--- config.mk ---
export PLATFORM = sky130hd
export DESIGN_NAME = branch_redirect_ctrl
export DESIGN_NICKNAME = d
export VERILOG_FILES = /design/src/rtl/branch_ctrl_pkg.sv /design/src/rtl/branch_cond_eval.sv /design/src/rtl/branch_redirect_ctrl.sv
export SDC_FILE = /design/constraint.sdc
export NUM_CORES = 1
export LEC_CHECK = 0
export BUFFER_PORTS_ARGS = -buffer_cell sky130_fd_sc_hd__buf_2
export CORE_MARGIN = 1.5
export CORE_UTILIZATION = 35
export DETAILED_ROUTE_END_ITERATION = 8
export GPL_TIMING_DRIVEN = 0
export PLACE_DENSITY = 0.64
export SLEW_MARGIN = 40
export SYNTH_ARGS = -nofsm -noshare
export SYNTH_HDL_FRONTEND = slang
export SYNTH_SLANG_ARGS = --single-unit
--- constraint.sdc ---
create_clock -name clk -period 6.53 [get_ports clk]
set_clock_uncertainty 0.2 [all_clocks]
set_input_delay 0.653 -clock clk [delete_from_list [all_inputs] [get_ports clk]]
set_output_delay 0.653 -clock clk [all_outputs]
set_load 0.1 [all_outputs]
--- src/rtl/branch_ctrl_pkg.sv ---
// rtl/branch_ctrl_pkg.sv - LEGv8 condition codes, redirect FSM encoding and condition evaluator
package branch_ctrl_pkg;

  localparam logic [3:0] COND_EQ = 4'd0;
  localparam logic [3:0] COND_NE = 4'd1;
  localparam logic [3:0] COND_HS = 4'd2;
  localparam logic [3:0] COND_LO = 4'd3;
  localparam logic [3:0] COND_MI = 4'd4;
  localparam logic [3:0] COND_PL = 4'd5;
  localparam logic [3:0] COND_VS = 4'd6;
  localparam logic [3:0] COND_VC = 4'd7;
  localparam logic [3:0] COND_HI = 4'd8;
  localparam logic [3:0] COND_LS = 4'd9;
  localparam logic [3:0] COND_GE = 4'd10;
  localparam logic [3:0] COND_LT = 4'd11;
  localparam logic [3:0] COND_GT = 4'd12;
  localparam logic [3:0] COND_LE = 4'd13;
  localparam logic [3:0] COND_AL = 4'd14;
  localparam logic [3:0] COND_NV = 4'd15;

  localparam logic [1:0] S_IDLE       = 2'd0;
  localparam logic [1:0] S_WAIT_FLAGS = 2'd1;
  localparam logic [1:0] S_WAIT_FETCH = 2'd2;
  localparam logic [1:0] S_DRAIN      = 2'd3;

  typedef enum logic [1:0] {
    ST_IDLE       = S_IDLE,
    ST_WAIT_FLAGS = S_WAIT_FLAGS,
    ST_WAIT_FETCH = S_WAIT_FETCH,
    ST_DRAIN      = S_DRAIN
  } state_t;

  // NV is deliberately treated as always-true, matching AL.
  function automatic logic cond_eval(input logic [3:0] cond, input logic [3:0] nzcv);
    logic n, z, c, v, ok;
    {n, z, c, v} = nzcv;
    ok = 1'b1;
    case (cond)
      COND_EQ: ok = z;
      COND_NE: ok = !z;
      COND_HS: ok = c;
      COND_LO: ok = !c;
      COND_MI: ok = n;
      COND_PL: ok = !n;
      COND_VS: ok = v;
      COND_VC: ok = !v;
      COND_HI: ok = c && !z;
      COND_LS: ok = !(c && !z);
      COND_GE: ok = (n == v);
      COND_LT: ok = (n != v);
      COND_GT: ok = !z && (n == v);
      COND_LE: ok = !(!z && (n == v));
      COND_AL: ok = 1'b1;
      COND_NV: ok = 1'b1;
    endcase
    return ok;
  endfunction

endpackage

--- src/rtl/branch_cond_eval.sv ---
// rtl/branch_cond_eval.sv - combinational B.cond evaluator: cond field + NZCV -> cond_ok
module branch_cond_eval (
  input  logic [3:0] cond,
  input  logic [3:0] nzcv,
  output logic       cond_ok
);
  import branch_ctrl_pkg::*;

  assign cond_ok = cond_eval(cond, nzcv);

endmodule

--- src/rtl/branch_redirect_ctrl.sv ---
// rtl/branch_redirect_ctrl.sv - EX-stage branch resolution, PC redirect, squash/drain sequencing
// and perf counters for the 5-stage LEGv8 pipeline (static not-taken prediction).
module branch_redirect_ctrl #(
  parameter int ADDR_W      = 64,
  parameter int FLUSH_DEPTH = 2,
  parameter int CNT_W       = 16
) (
  input  logic              clk,
  input  logic              reset_n,
  input  logic              ex_valid,
  input  logic              ex_uncond_br,
  input  logic              ex_cbz,
  input  logic              ex_bcond,
  input  logic [3:0]        ex_cond,
  input  logic              ex_alu_zero,
  input  logic [3:0]        flags_nzcv,
  input  logic              flags_valid,
  input  logic [ADDR_W-1:0] ex_target,
  input  logic              fetch_ready,
  output logic              pc_load,
  output logic [ADDR_W-1:0] pc_load_addr,
  output logic              flush_if_id,
  output logic              flush_id_ex,
  output logic              stall_front,
  output logic [CNT_W-1:0]  taken_count,
  output logic [CNT_W-1:0]  stall_count
);
  import branch_ctrl_pkg::*;

  localparam logic [2:0] DRAIN_LOAD = 3'(FLUSH_DEPTH);

  state_t            state_q, state_d;
  logic [2:0]        drain_q, drain_d;
  logic [ADDR_W-1:0] target_q, target_d;
  logic [CNT_W-1:0]  taken_q, stall_q;
  logic              cond_ok, taken;
  logic              load_c, stall_c;
  logic [ADDR_W-1:0] addr_c;

  branch_cond_eval u_cond_eval (
    .cond    (ex_cond),
    .nzcv    (flags_nzcv),
    .cond_ok (cond_ok)
  );

  assign taken = ex_uncond_br | (ex_cbz & ex_alu_zero) | (ex_bcond & cond_ok);

  always_comb begin
    state_d  = state_q;
    drain_d  = drain_q;
    target_d = target_q;
    load_c   = 1'b0;
    stall_c  = 1'b0;
    addr_c   = '0;
    case (state_q)
      // WAIT_FLAGS re-runs the IDLE decision once the flags arrive; EX is frozen meanwhile.
      ST_IDLE, ST_WAIT_FLAGS: begin
        if (!ex_valid) begin
          state_d = ST_IDLE;
        end else if (ex_bcond && !flags_valid) begin
          stall_c = 1'b1;
          state_d = ST_WAIT_FLAGS;
        end else if (taken && fetch_ready) begin
          load_c  = 1'b1;
          addr_c  = ex_target;
          drain_d = DRAIN_LOAD;
          state_d = ST_DRAIN;
        end else if (taken) begin
          stall_c  = 1'b1;
          target_d = ex_target;
          state_d  = ST_WAIT_FETCH;
        end else begin
          state_d = ST_IDLE;
        end
      end
      ST_WAIT_FETCH: begin
        if (fetch_ready) begin
          load_c  = 1'b1;
          addr_c  = target_q;
          drain_d = DRAIN_LOAD;
          state_d = ST_DRAIN;
        end else begin
          stall_c = 1'b1;
        end
      end
      ST_DRAIN: begin
        if (drain_q <= 3'd1) begin
          drain_d = '0;
          state_d = ST_IDLE;
        end else begin
          drain_d = drain_q - 3'd1;
        end
      end
      default: state_d = ST_IDLE;
    endcase
  end

  // Mealy outputs are forced low while reset is held, independent of the clock.
  assign pc_load      = reset_n & load_c;
  assign flush_if_id  = pc_load;
  assign flush_id_ex  = pc_load;
  assign stall_front  = reset_n & stall_c;
  assign pc_load_addr = pc_load ? addr_c : '0;
  assign taken_count  = taken_q;
  assign stall_count  = stall_q;

  always_ff @(posedge clk or negedge reset_n) begin
    if (!reset_n) begin
      state_q  <= ST_IDLE;
      drain_q  <= '0;
      target_q <= '0;
      taken_q  <= '0;
      stall_q  <= '0;
    end else begin
      state_q  <= state_d;
      drain_q  <= drain_d;
      target_q <= target_d;
      if (pc_load && (taken_q != {CNT_W{1'b1}}))
        taken_q <= taken_q + CNT_W'(1);
      if (stall_front && (stall_q != {CNT_W{1'b1}}))
        stall_q <= stall_q + CNT_W'(1);
    end
  end

endmodule

==> results.md <==
- Outcome: finished, final reports clean
- Antenna viol nets, final: 0
- Fillers: about 1.4k
- Drt wl/cell: between 15 and 20 um
- Post-route setup slack: 1.85 ns
- Power per Cell Area: approximately 430 mW/mm^2
- Net Sw Frac: 0.458
- Largest net degree at the start of global routing: roughly 60
- DR vias: around 4.3k
- Synth top area share: 0.486
- Final wirelength: approximately 13000 um
- Cell count after synthesis: 456
- Yosys reg bits: approximately 100
- Seq/Total Area, Yosys: 0.486
- Kind of critical path: input pin to output pin
- IO Port Bufs: 179
- Synth Cell Area: roughly 0.0052 sq mm
- Die Y: about 120 um
- Synth top area cells: dfrtp_1 49%, mux2_2 13%, a22o_1 11%
- Mean Syn Cell Area: between 10 and 15 sq um
- Pins over their slew limit: 0
- Power share of the combinational group: 0.454
- Setup crit end kind: output pin
- Grt ovf: 0
- Worst-Margin Slew: 0.643 ns
- Detailed Route Iter0 Violations: 170
- Reg2reg start: stall_count[0]
- Clock period minus worst slack: around 4.7 ns
- Reg power frac: 0.352
- CTS Sinks: 101
- Seq. cell area: approximately 0.0025 sq mm
- Global-route wire length before repair: roughly 22000 um
- Max Clock Freq: 214 MHz
- Die area: about 0.016 sq mm
- Area occupied by multi-input gates: between 0.002 and 0.003 sq mm
- Syn_nets: ~540
- Unique masters post-synth: 50
- Min-delay src: stall_count[9]
- Crit path capture: pc_load_addr[55]
- Placed cell count: between 800 and 900
- CTS tree: built
- Leak Pwr: ~3.3 nW
- Hold/Removal Path Class: register to register
- CTS HTree Levels: 3
- Clk Tree Root Cell: clkbuf_16
- Final period util: 0.717
- Reg2reg end: stall_count[1]
- ANT cells: 0
- Count of final setup violators: 0
- Placement Setup Slack: approximately 2.1 ns
- Largest area contributor in the netlist: dfrtp_1
- I/O pin cnt: 181
- WP data required: 5.68 ns
- Initial antenna violation count: 0
- CP startpoint: reset_n
- Startpoint Class: input pin
- Hold slack final: between 0.2 and 0.3 ns
- Unrepaired setup endpoints after global routing: false
- Vias per cell: between 5 and 6
- Slew Limit Headroom: 0.570
- Ys flop type: dfrtp_1
- Row count: 44
- MaxCap Viol Count: 0
- Net switching power of the design: 1.33 mW
- Clock share of power: 0.194
- Design area: 0.00669 sq mm
- Share of flip-flops with an asynchronous set or reset: 1.00
- TritonRoute pass-1 iters: 5
- R2R cell count: 7
- Worst-Skew Late Latency: roughly 0.35 ns
- DR DRC count: 0
- Syn. warnings: 0
- Clock transition at path regs: 0.07 ns
- CP arrival: around 3.8 ns
- Final Hold Violating Endpoints: 0
- Post-route setup TNS: 0 ns
- Overall Global Routing Usage: 0.176
- Initial core utilization: 0.358
- DP Wirelength: between 10000 and 15000 um
- Final Non-Filler Cells: between 800 and 900
- Postcts setup bufs: 0
- Cts bufs inserted: 9
- CTS max path bufs: 2
- FF-to-FF setup slack: between 3 and 4 ns
- P&R area growth vs syn: 28.6%
- VDD IR max: ~0.41 mV
- Share of cells above drive strength 1: 0.421
- GP Congestion: 0.864
- EDFF count, synth: 0
- Cell Int Power: approximately 1.6 mW
- Dpl cell area: between 0.006 and 0.007 sq mm
- Core area: approximately 0.015 sq mm
- Die Wd: between 100 and 150 um
- Post-layout net count: ~730
- Crit-path max FO: between 40 and 50
- Vias in the first global route: approximately 4.4k
## registers in the layout (all words and copies together), names as in the netlist
register     count
stall_count     16
drain_q          3
state_q          2
taken_count     16
target_q        64
## power by group through the flow
| stage | Clock (mW) | Combinational, mW | Sequential [mW] |
|---|---|---|---|
| final | 0.561 | 1.31 | 1.02 |
| after global routing | 0.606 | 1.39 | 1.05 |
| after CTS | 0.581 | 1.32 | 1.02 |
| after detailed placement | 0 | 1.32 | 1.03 |
| after global placement | 0 | 1.29 | 1.01 |
| after floorplan | 0 | 0.882 | 1.22 |
## cell type report
class,count,area share
Multi-Input combinational cell,316,0.375
Inverter,8,0.00449
Buffer,31,0.0211
Timing Repair Buffer,181,0.141
Clock buffer,12,0.0354
Tap cell,184,0.0344
Sequential cell,101,0.378
Clock inverter,4,0.0109
## synth_stat cells (8+ instances only)
library cell	count
clkbuf_1	15
nor2_1	22
mux2_2	61
xor2_1	15
inv_1	8
dfrtp_1	101
nand4_1	9
nand3_1	19
and3_1	9
nand2_1	24
a22o_1	65
xnor2_1	12
buf_2	14
## through the flow
step / utilization / total power [mW]
after floorplan: - / 2.10
after CTS: 0.460 / 2.92
final: 0.460 / 2.89
after global routing: 0.460 / 3.05
after detailed placement: 0.438 / 2.35
after global placement: 0.435 / 2.30
## what timing repair did
action,CTS,global route
hold endpoints to repair,13,0
gates resized for setup,0,0
setup endpoints to repair,0,0
hold buffers,1,0
## kinds of logic (layout without fill, tap and decap cells)
logic type / after synthesis / count (layout) / synth area share
buffers and inverters: 39 / 236 / 0.0330
adder cells (fa/ha/maj): 4 / 4 / 0.00962
multiplexers: 71 / 71 / 0.153
flip-flops: 101 / 101 / 0.486
AO/OA/AOI/OAI: 96 / 96 / 0.153
XOR/XNOR: 27 / 27 / 0.0455
AND/OR/NAND/NOR: 118 / 118 / 0.120
## critical path, cell delays in order
cell and delay [ns]:
dlygate4sd3_1 0.56, buf_8 0.32, clkbuf_1 0.35, nand2_1 0.25, nor2_2 0.54, clkbuf_1 0.45
a22o_1 0.22, buf_2 0.43
## routing by layer
layer | global-route usage | part of all wire | wire length [um] | vias to the layer above
met3 | 0.0344 | 0.053 | 713 | 16
li1 | - | - | - | 2079
met2 | 0.293 | 0.48 | 6410 | 150
met1 | 0.224 | 0.45 | 6020 | 2085
met5 | 0 | 0 | 0 | -
met4 | 0.0749 | 0.018 | 244 | 0
## layout by cell type (no fill, tap or decap), types with 9 or more instances in the layout
master	count
clkbuf_16	9
nand3_1	19
xnor2_1	12
dfrtp_1	101
buf_2	192
xor2_1	15
and3_1	9
a22o_1	65
mux2_2	61
clkbuf_1	18
nand4_1	9
nand2_1	24
nor2_1	21
## worst min path at each step
| stage | endpoint | slack, ns | cells past startpoint |
|---|---|---|---|
| floorplan | drain_q[0] | 0.16 | 0 |
| detailed placement | stall_count[9] | 0.27 | 1 |
| global placement | drain_q[2] | 0.26 | 1 |
| finish | stall_count[9] | 0.28 | 1 |
| global route | drain_q[2] | 0.32 | 1 |
| CTS | stall_count[9] | 0.28 | 1 |
No activity file was read; power rests on OpenSTA's default activity.
